$ cat config.mk
export PLATFORM = sky130hd
export DESIGN_NAME = eth_tx_sched
export DESIGN_NICKNAME = d
export VERILOG_FILES = /design/src/rtl/eth_tx_sched.sv
export SDC_FILE = /design/constraint.sdc
export NUM_CORES = 1
export LEC_CHECK = 0
export BUFFER_PORTS_ARGS = -buffer_cell sky130_fd_sc_hd__buf_2
export CORE_ASPECT_RATIO = 0.7
export CORE_MARGIN = 2
export CORE_UTILIZATION = 28
export CTS_CLUSTER_SIZE = 10
export DETAILED_ROUTE_END_ITERATION = 8
export SLEW_MARGIN = 10
export SYNTH_ARGS = -nofsm -noshare
export SYNTH_HDL_FRONTEND = slang
export SYNTH_SLANG_ARGS = --single-unit
$ cat constraint.sdc
create_clock -name clk -period 2.5 [get_ports clk]
set_clock_uncertainty 0.2 [all_clocks]
set_input_delay 0.5 -clock clk [delete_from_list [all_inputs] [get_ports clk]]
set_output_delay 0.5 -clock clk [all_outputs]
set_load 0.01 [all_outputs]
$ cat src/rtl/eth_tx_sched.sv
// Fixed-priority Ethernet transmit scheduler with start timeout and inter-frame gap.
// Define ETH_TX_SCHED_WDOG_EN to add a frame-duration watchdog in WAIT_DONE.
module eth_tx_sched #(
    parameter int unsigned IFG_CYCLES    = 12,
    parameter int unsigned START_TIMEOUT = 16,
    parameter int unsigned WDOG_CYCLES   = 4096
) (
    input  logic        clk,
    input  logic        rst,
    input  logic        arp_req,
    input  logic        arp_rx_reply,
    input  logic        icmp_rx_req,
    input  logic [15:0] icmp_byte_num,
    input  logic        udp_tx_en,
    input  logic [15:0] udp_tx_data_num,
    input  logic        tx_rdy,
    output logic        eth_tx_start,
    output logic [1:0]  eth_tx_type,
    output logic        arp_tx_type,
    output logic [15:0] iudp_tx_byte_num,
    output logic        udp_busy,
    output logic        err_timeout
);

    // One shared counter, sized for the largest limit it may have to reach.
    localparam int unsigned MaxAB  = (IFG_CYCLES > START_TIMEOUT) ? IFG_CYCLES : START_TIMEOUT;
    localparam int unsigned CntMax = (MaxAB > WDOG_CYCLES) ? MaxAB : WDOG_CYCLES;
    localparam int unsigned CntW   = $clog2(CntMax + 1);

    localparam logic [1:0] TypeArp  = 2'd1;
    localparam logic [1:0] TypeIcmp = 2'd2;
    localparam logic [1:0] TypeUdp  = 2'd3;

    typedef enum logic [2:0] {StIdle, StStart, StWaitBusy, StWaitDone, StGap} state_e;

    state_e          state_q, state_d;
    logic [CntW-1:0] cnt_q, cnt_d, cnt_inc;
    logic            arp_rep_p_q, arp_req_p_q, icmp_p_q, udp_p_q;
    logic            arp_rep_p_d, arp_req_p_d, icmp_p_d, udp_p_d;
    logic [15:0]     icmp_len_q, udp_len_q;
    logic [1:0]      type_q, type_d;
    logic            arp_type_q, arp_type_d;
    logic [15:0]     byte_num_q, byte_num_d;
    logic            grant, err;
    logic [1:0]      grant_type;
    logic [15:0]     grant_len;
    logic            any_p;

    assign any_p   = arp_rep_p_q | arp_req_p_q | icmp_p_q | udp_p_q;
    assign cnt_inc = (cnt_q == {CntW{1'b1}}) ? cnt_q : cnt_q + CntW'(1);

    always_comb begin
        grant_type = TypeUdp;
        grant_len  = udp_len_q;
        if (arp_rep_p_q || arp_req_p_q) begin
            grant_type = TypeArp;
            grant_len  = '0;
        end else if (icmp_p_q) begin
            grant_type = TypeIcmp;
            grant_len  = icmp_len_q;
        end
    end

    // A pulse in the grant cycle of its own source keeps the flag set.
    assign arp_rep_p_d = arp_rx_reply | (arp_rep_p_q & ~grant);
    assign arp_req_p_d = arp_req | (arp_req_p_q & ~(grant & ~arp_rep_p_q));
    assign icmp_p_d    = icmp_rx_req | (icmp_p_q & ~(grant & (grant_type == TypeIcmp)));
    assign udp_p_d     = udp_tx_en | (udp_p_q & ~(grant & (grant_type == TypeUdp)));

    always_comb begin
        state_d    = state_q;
        cnt_d      = cnt_q;
        type_d     = type_q;
        arp_type_d = arp_type_q;
        byte_num_d = byte_num_q;
        grant      = 1'b0;
        err        = 1'b0;
        unique case (state_q)
            StIdle: begin
                cnt_d = '0;
                if (any_p && tx_rdy) begin
                    grant      = 1'b1;
                    state_d    = StStart;
                    type_d     = grant_type;
                    arp_type_d = arp_rep_p_q;
                    byte_num_d = grant_len;
                end
            end
            StStart: begin
                state_d = StWaitBusy;
                cnt_d   = CntW'(1);
            end
            StWaitBusy: begin
                if (!tx_rdy) begin
                    state_d = StWaitDone;
                    cnt_d   = CntW'(1);
                end else if (cnt_q >= CntW'(START_TIMEOUT)) begin
                    err        = 1'b1;
                    state_d    = StGap;
                    cnt_d      = CntW'(1);
                    type_d     = '0;
                    arp_type_d = 1'b0;
                    byte_num_d = '0;
                end else begin
                    cnt_d = cnt_inc;
                end
            end
            StWaitDone: begin
                if (tx_rdy) begin
                    state_d = StGap;
                    cnt_d   = CntW'(1);
                end else begin
`ifdef ETH_TX_SCHED_WDOG_EN
                    if (cnt_q >= CntW'(WDOG_CYCLES)) begin
                        err     = 1'b1;
                        state_d = StGap;
                        cnt_d   = CntW'(1);
                    end else begin
                        cnt_d = cnt_inc;
                    end
`else
                    cnt_d = cnt_q;
`endif
                end
            end
            StGap: begin
                if (cnt_q >= CntW'(IFG_CYCLES)) begin
                    state_d    = StIdle;
                    cnt_d      = '0;
                    type_d     = '0;
                    arp_type_d = 1'b0;
                    byte_num_d = '0;
                end else begin
                    cnt_d = cnt_inc;
                end
            end
            default: state_d = StIdle;
        endcase
    end

    always_ff @(posedge clk) begin
        if (rst) begin
            state_q     <= StIdle;
            cnt_q       <= '0;
            arp_rep_p_q <= 1'b0;
            arp_req_p_q <= 1'b0;
            icmp_p_q    <= 1'b0;
            udp_p_q     <= 1'b0;
            icmp_len_q  <= '0;
            udp_len_q   <= '0;
            type_q      <= '0;
            arp_type_q  <= 1'b0;
            byte_num_q  <= '0;
        end else begin
            state_q     <= state_d;
            cnt_q       <= cnt_d;
            arp_rep_p_q <= arp_rep_p_d;
            arp_req_p_q <= arp_req_p_d;
            icmp_p_q    <= icmp_p_d;
            udp_p_q     <= udp_p_d;
            if (icmp_rx_req) icmp_len_q <= icmp_byte_num;
            if (udp_tx_en)   udp_len_q  <= udp_tx_data_num;
            type_q      <= type_d;
            arp_type_q  <= arp_type_d;
            byte_num_q  <= byte_num_d;
        end
    end

    assign eth_tx_start     = (state_q == StStart);
    assign eth_tx_type      = type_q;
    assign arp_tx_type      = arp_type_q;
    assign iudp_tx_byte_num = byte_num_q;
    assign udp_busy         = udp_p_q | ((type_q == TypeUdp) && (state_q != StIdle));
    assign err_timeout      = err;

endmodule
==> flow_results.org <==
** Status
- The run finished with clean final reports.

** Die
- The die is around 130 um wide.
- Row generation in the floorplan step produced 32 rows.
- Chip height :: slightly above 90 um
- For this configuration, the core starts out at a cell density of 0.2875.
- Area of the placeable core :: 11010 um^2
- Die area :: about 12000 um^2
- Top-Level Pins :: about 60

** Logic synthesis
- Syn Area/Cell :: approximately 9.4 um^2
- Number of register bits inferred by synthesis :: 71
- Synth top area share :: 0.4490
- Yosys top cell by area :: sky130_fd_sc_hd__dfxtp_1
- The share of the Yosys chip area taken by registers is 0.4490.
- Async S/R FF share, synth :: 0
- When the netlist entered floorplanning its net count stood at 377.
- Yosys mapped a number of flops with a built-in enable equal to 0.
- Biggest area contributors in the synthesized netlist :: sky130_fd_sc_hd__dfxtp_1, sky130_fd_sc_hd__mux2i_1, sky130_fd_sc_hd__nor2_1, sky130_fd_sc_hd__a22o_1, sky130_fd_sc_hd__nand2b_1
- The cell count after synthesis came out at around 340.
- The netlist uses 42 different library cells.
- In this run the cell area of the synthesized design comes to about 3200 um^2.
- For this run, the leading register cell type out of synthesis is sky130_fd_sc_hd__dfxtp_1.
- Number of synthesis warnings :: 0

** Global route
- Tot GR Track Use :: 0.1314
- Vias in the first global route :: 2348
- The number of antenna violations at the first check in global routing is 0.
- The first global-routing pass estimated 12050 um of wire.
- Residual overflow from global routing :: 0
- Largest net degree at the start of global routing :: 37

** Critical path
- CP startpoint kind :: flip-flop
- Class of the most critical setup path :: reg -> out
- Worst Path Max Fanout :: 7
- Worst EP required :: 1.80 ns
- Data on the critical path arrives at its endpoint at between 1.5 and 2 ns.
- The startpoint identified for the worst register-to-register timing path is state_q[0].
- Critical path endpoint category :: output port
- Tracing the worst setup path back leads to its startpoint at cnt_q[6].

** Timing
- The number of max-slew violations in the final report came to 0.
- At the pin with the least slew margin, the transition time is roughly 0.74 ns.
- For the final routed database, the setup TNS stands at 0 ns.
- Total setup violations reported at the end of the flow :: 0
- The number of hold violations in the final report came to 0.
- Of the available clock period, the critical path in the final layout requires 0.8981.
- Slew HR :: 0.5030
- Static timing analysis puts the maximum clock frequency at ~0.45 GHz.
- Setup repair after global routing missed its margin :: false
- Post-route minimum period :: roughly 2.2 ns

** Route
- The detailed router placed roughly 2500 vias in this run.
- Wire length reported by the detailed router :: between 7000 and 8000 um
- The first detailed-routing pass ran for 4 iterations.
- After the first detailed-routing iteration, the DRC count stood at 175.
- After detailed routing, the average wire length per cell comes to roughly 14 um.
- Using the TritonRoute via totals, the vias-per-cell ratio works out to 4.494.
- Antenna viol nets, final :: 0
- In the routed design, unresolved DRC markers number 0.

** Clock network
- Clock-pin slew of the registers on the worst-case setup and hold paths :: ~0.050 ns
- Clk Tree Root Cell :: sky130_fd_sc_hd__clkbuf_16
- After clock tree synthesis, the flow added hold-fix buffers numbering 0.
- The number of clock buffers added by TritonCTS is 9.
- Clock H-tree levels :: 3
- The number of gates resized after CTS was 0.
- TritonCTS clock tree :: done
- Number of buffers added for setup after CTS :: 0
- Number of clock sinks :: a little over 70
- The later pin in the worst-skew pair is clocked with a latency of around 0.33 ns.
- Number of buffers on the longest clock path :: 2

** Placement
- Summed over all nets, the half-perimeter wirelength after detailed placement is 5393 um.
- At the end of routability-driven placement, the weighted congestion stood at approximately 0.8.
- In this run the tool buffered the top-level ports with 60 buffer cells.
- Placed instance area :: ~3600 um^2
- In this run, placement finished with an instance count of approximately 540.

** Flow run
- Number of max-cap violations :: 0

** Final layout
- Compared with the post-synthesis result, the final layout area differs by 22.96%.
- Leaving out fill and tap cells, the most frequent cell in the layout is sky130_fd_sc_hd__dfxtp_1.
- Post-layout nets :: 434
- At the end of the flow the core is filled with cells to 0.3535.
- Ratio of cells with drive above 1 in the final layout :: 0.2236
- Fill cells in the final layout number ~1100.
- Most used cells in the layout excluding fill and tap cells :: sky130_fd_sc_hd__dfxtp_1, sky130_fd_sc_hd__buf_2, sky130_fd_sc_hd__nor2_1, sky130_fd_sc_hd__mux2i_1, sky130_fd_sc_hd__nand2_1
- Post-route cell area :: ~4000 um^2
- The finished layout holds roughly 550 standard cells, fillers aside.
- The repair_antennas step left the layout with diodes totalling 0.

** Power and ir drop
- Internal power consumption :: ~0.0022 W
- The share of total power dissipated in sequential elements is 0.419.
- Worst-case vdd ir drop :: 0.3250 mV
- The share of total power dissipated in combinational logic is 0.143.
- Total net switching power :: about 0.00076 W
- In this run the static leakage power is approximately 1.7 nW.
- Of the total power, the clock network draws 0.438.
- Sw frac :: 0.2533
- In this run the power density over the cells is between 700 and 800 nW/um^2.

** Min path
- Hold crit path type :: in -> reg
- In this run the most critical hold path is launched from arp_rx_reply.
flip-flops by register name (all words and copies together), names as in the netlist, 2 cells and up:
signal and cells:
cnt_q 13, eth_tx_type 2, icmp_len_q 16, iudp_tx_byte_num 16, state_q 3, udp_len_q 16
routing by layer:
metal	up-vias	track usage	routed length, um
li1	1274	-	-
met1	1116	0.1800	3754
met2	77	0.1908	3273
met3	9	0.04217	499
met4	0	0.05053	113
met5	-	0	0
power groups by stage:
stage                     sequential (W)  clock [W]  combinational, W
after floorplan                  0.00127          0          0.000339
after global placement           0.00128          0          0.000431
after detailed placement         0.00128          0          0.000436
after CTS                        0.00126    0.00135          0.000438
after global routing             0.00127    0.00140          0.000472
final                            0.00126    0.00132          0.000431
per-stage QoR:
step | total power, W | worst slack [ns] | hold slack (ns)
global placement | 0.001709 | 0.4059 | 0.2595
finish | 0.003011 | 0.2549 | 0.1962
floorplan | 0.001605 | 0.6523 | 0.2608
global route | 0.003145 | 0.06279 | 0.2052
detailed placement | 0.001720 | 0.3449 | 0.2662
CTS | 0.003049 | 0.2395 | 0.1982
Yosys cell counts, drive strengths merged, types with 4 or more instances:
cell type,instances
a31oi,4
xnor2,6
inv,6
nand2b,19
nand3,6
dfxtp,71
a21oi,12
clkbuf,15
nand2,27
a22o,16
buf,6
nor2,51
nor3,7
o21ai,7
mux2i,51
critical path: stages (launching register included):
cell	delay, ns
sky130_fd_sc_hd__dfxtp_1	0.35
sky130_fd_sc_hd__nor4_4	0.28
sky130_fd_sc_hd__nand3_2	0.20
sky130_fd_sc_hd__and3b_2	0.25
sky130_fd_sc_hd__buf_2	0.13
area by class of cell:
class	count	area, um^2	area share
clock inverters	3	40.04	0.01029
well taps	153	191.4	0.04918
inverters	6	22.52	0.005786
flip-flops and latches	71	1421	0.3652
multi-input cells	238	1594	0.4095
clock buffers	13	270.3	0.06943
repair buffers	67	352.8	0.09065
cells by family (layout without fill, tap and decap cells):
logic type / after synthesis / in the layout / synth area share
muxes: 51 / 51 / 0.1613
and+or+nand+nor: 128 / 128 / 0.2036
buffers and inverters: 27 / 89 / 0.04743
adders and majority gates: 2 / 2 / 0.007904
DFF: 71 / 71 / 0.4490
AOI/OAI and AO/OA: 51 / 51 / 0.1142
xor gates and xnor gates: 6 / 6 / 0.01660
final timing paths:
| check | slack [ns] | cells past startpoint | endpoint |
|---|---|---|---|
| max | 0.25 | 4 | err_timeout |
| min | 0.20 | 3 | arp_rep_p_q |
| max reg2reg | 0.33 | 4 | cnt_q[2] |
| min reg2reg | 0.27 | 2 | iudp_tx_byte_num[15] |
No activity file was read; power rests on OpenSTA's default activity.
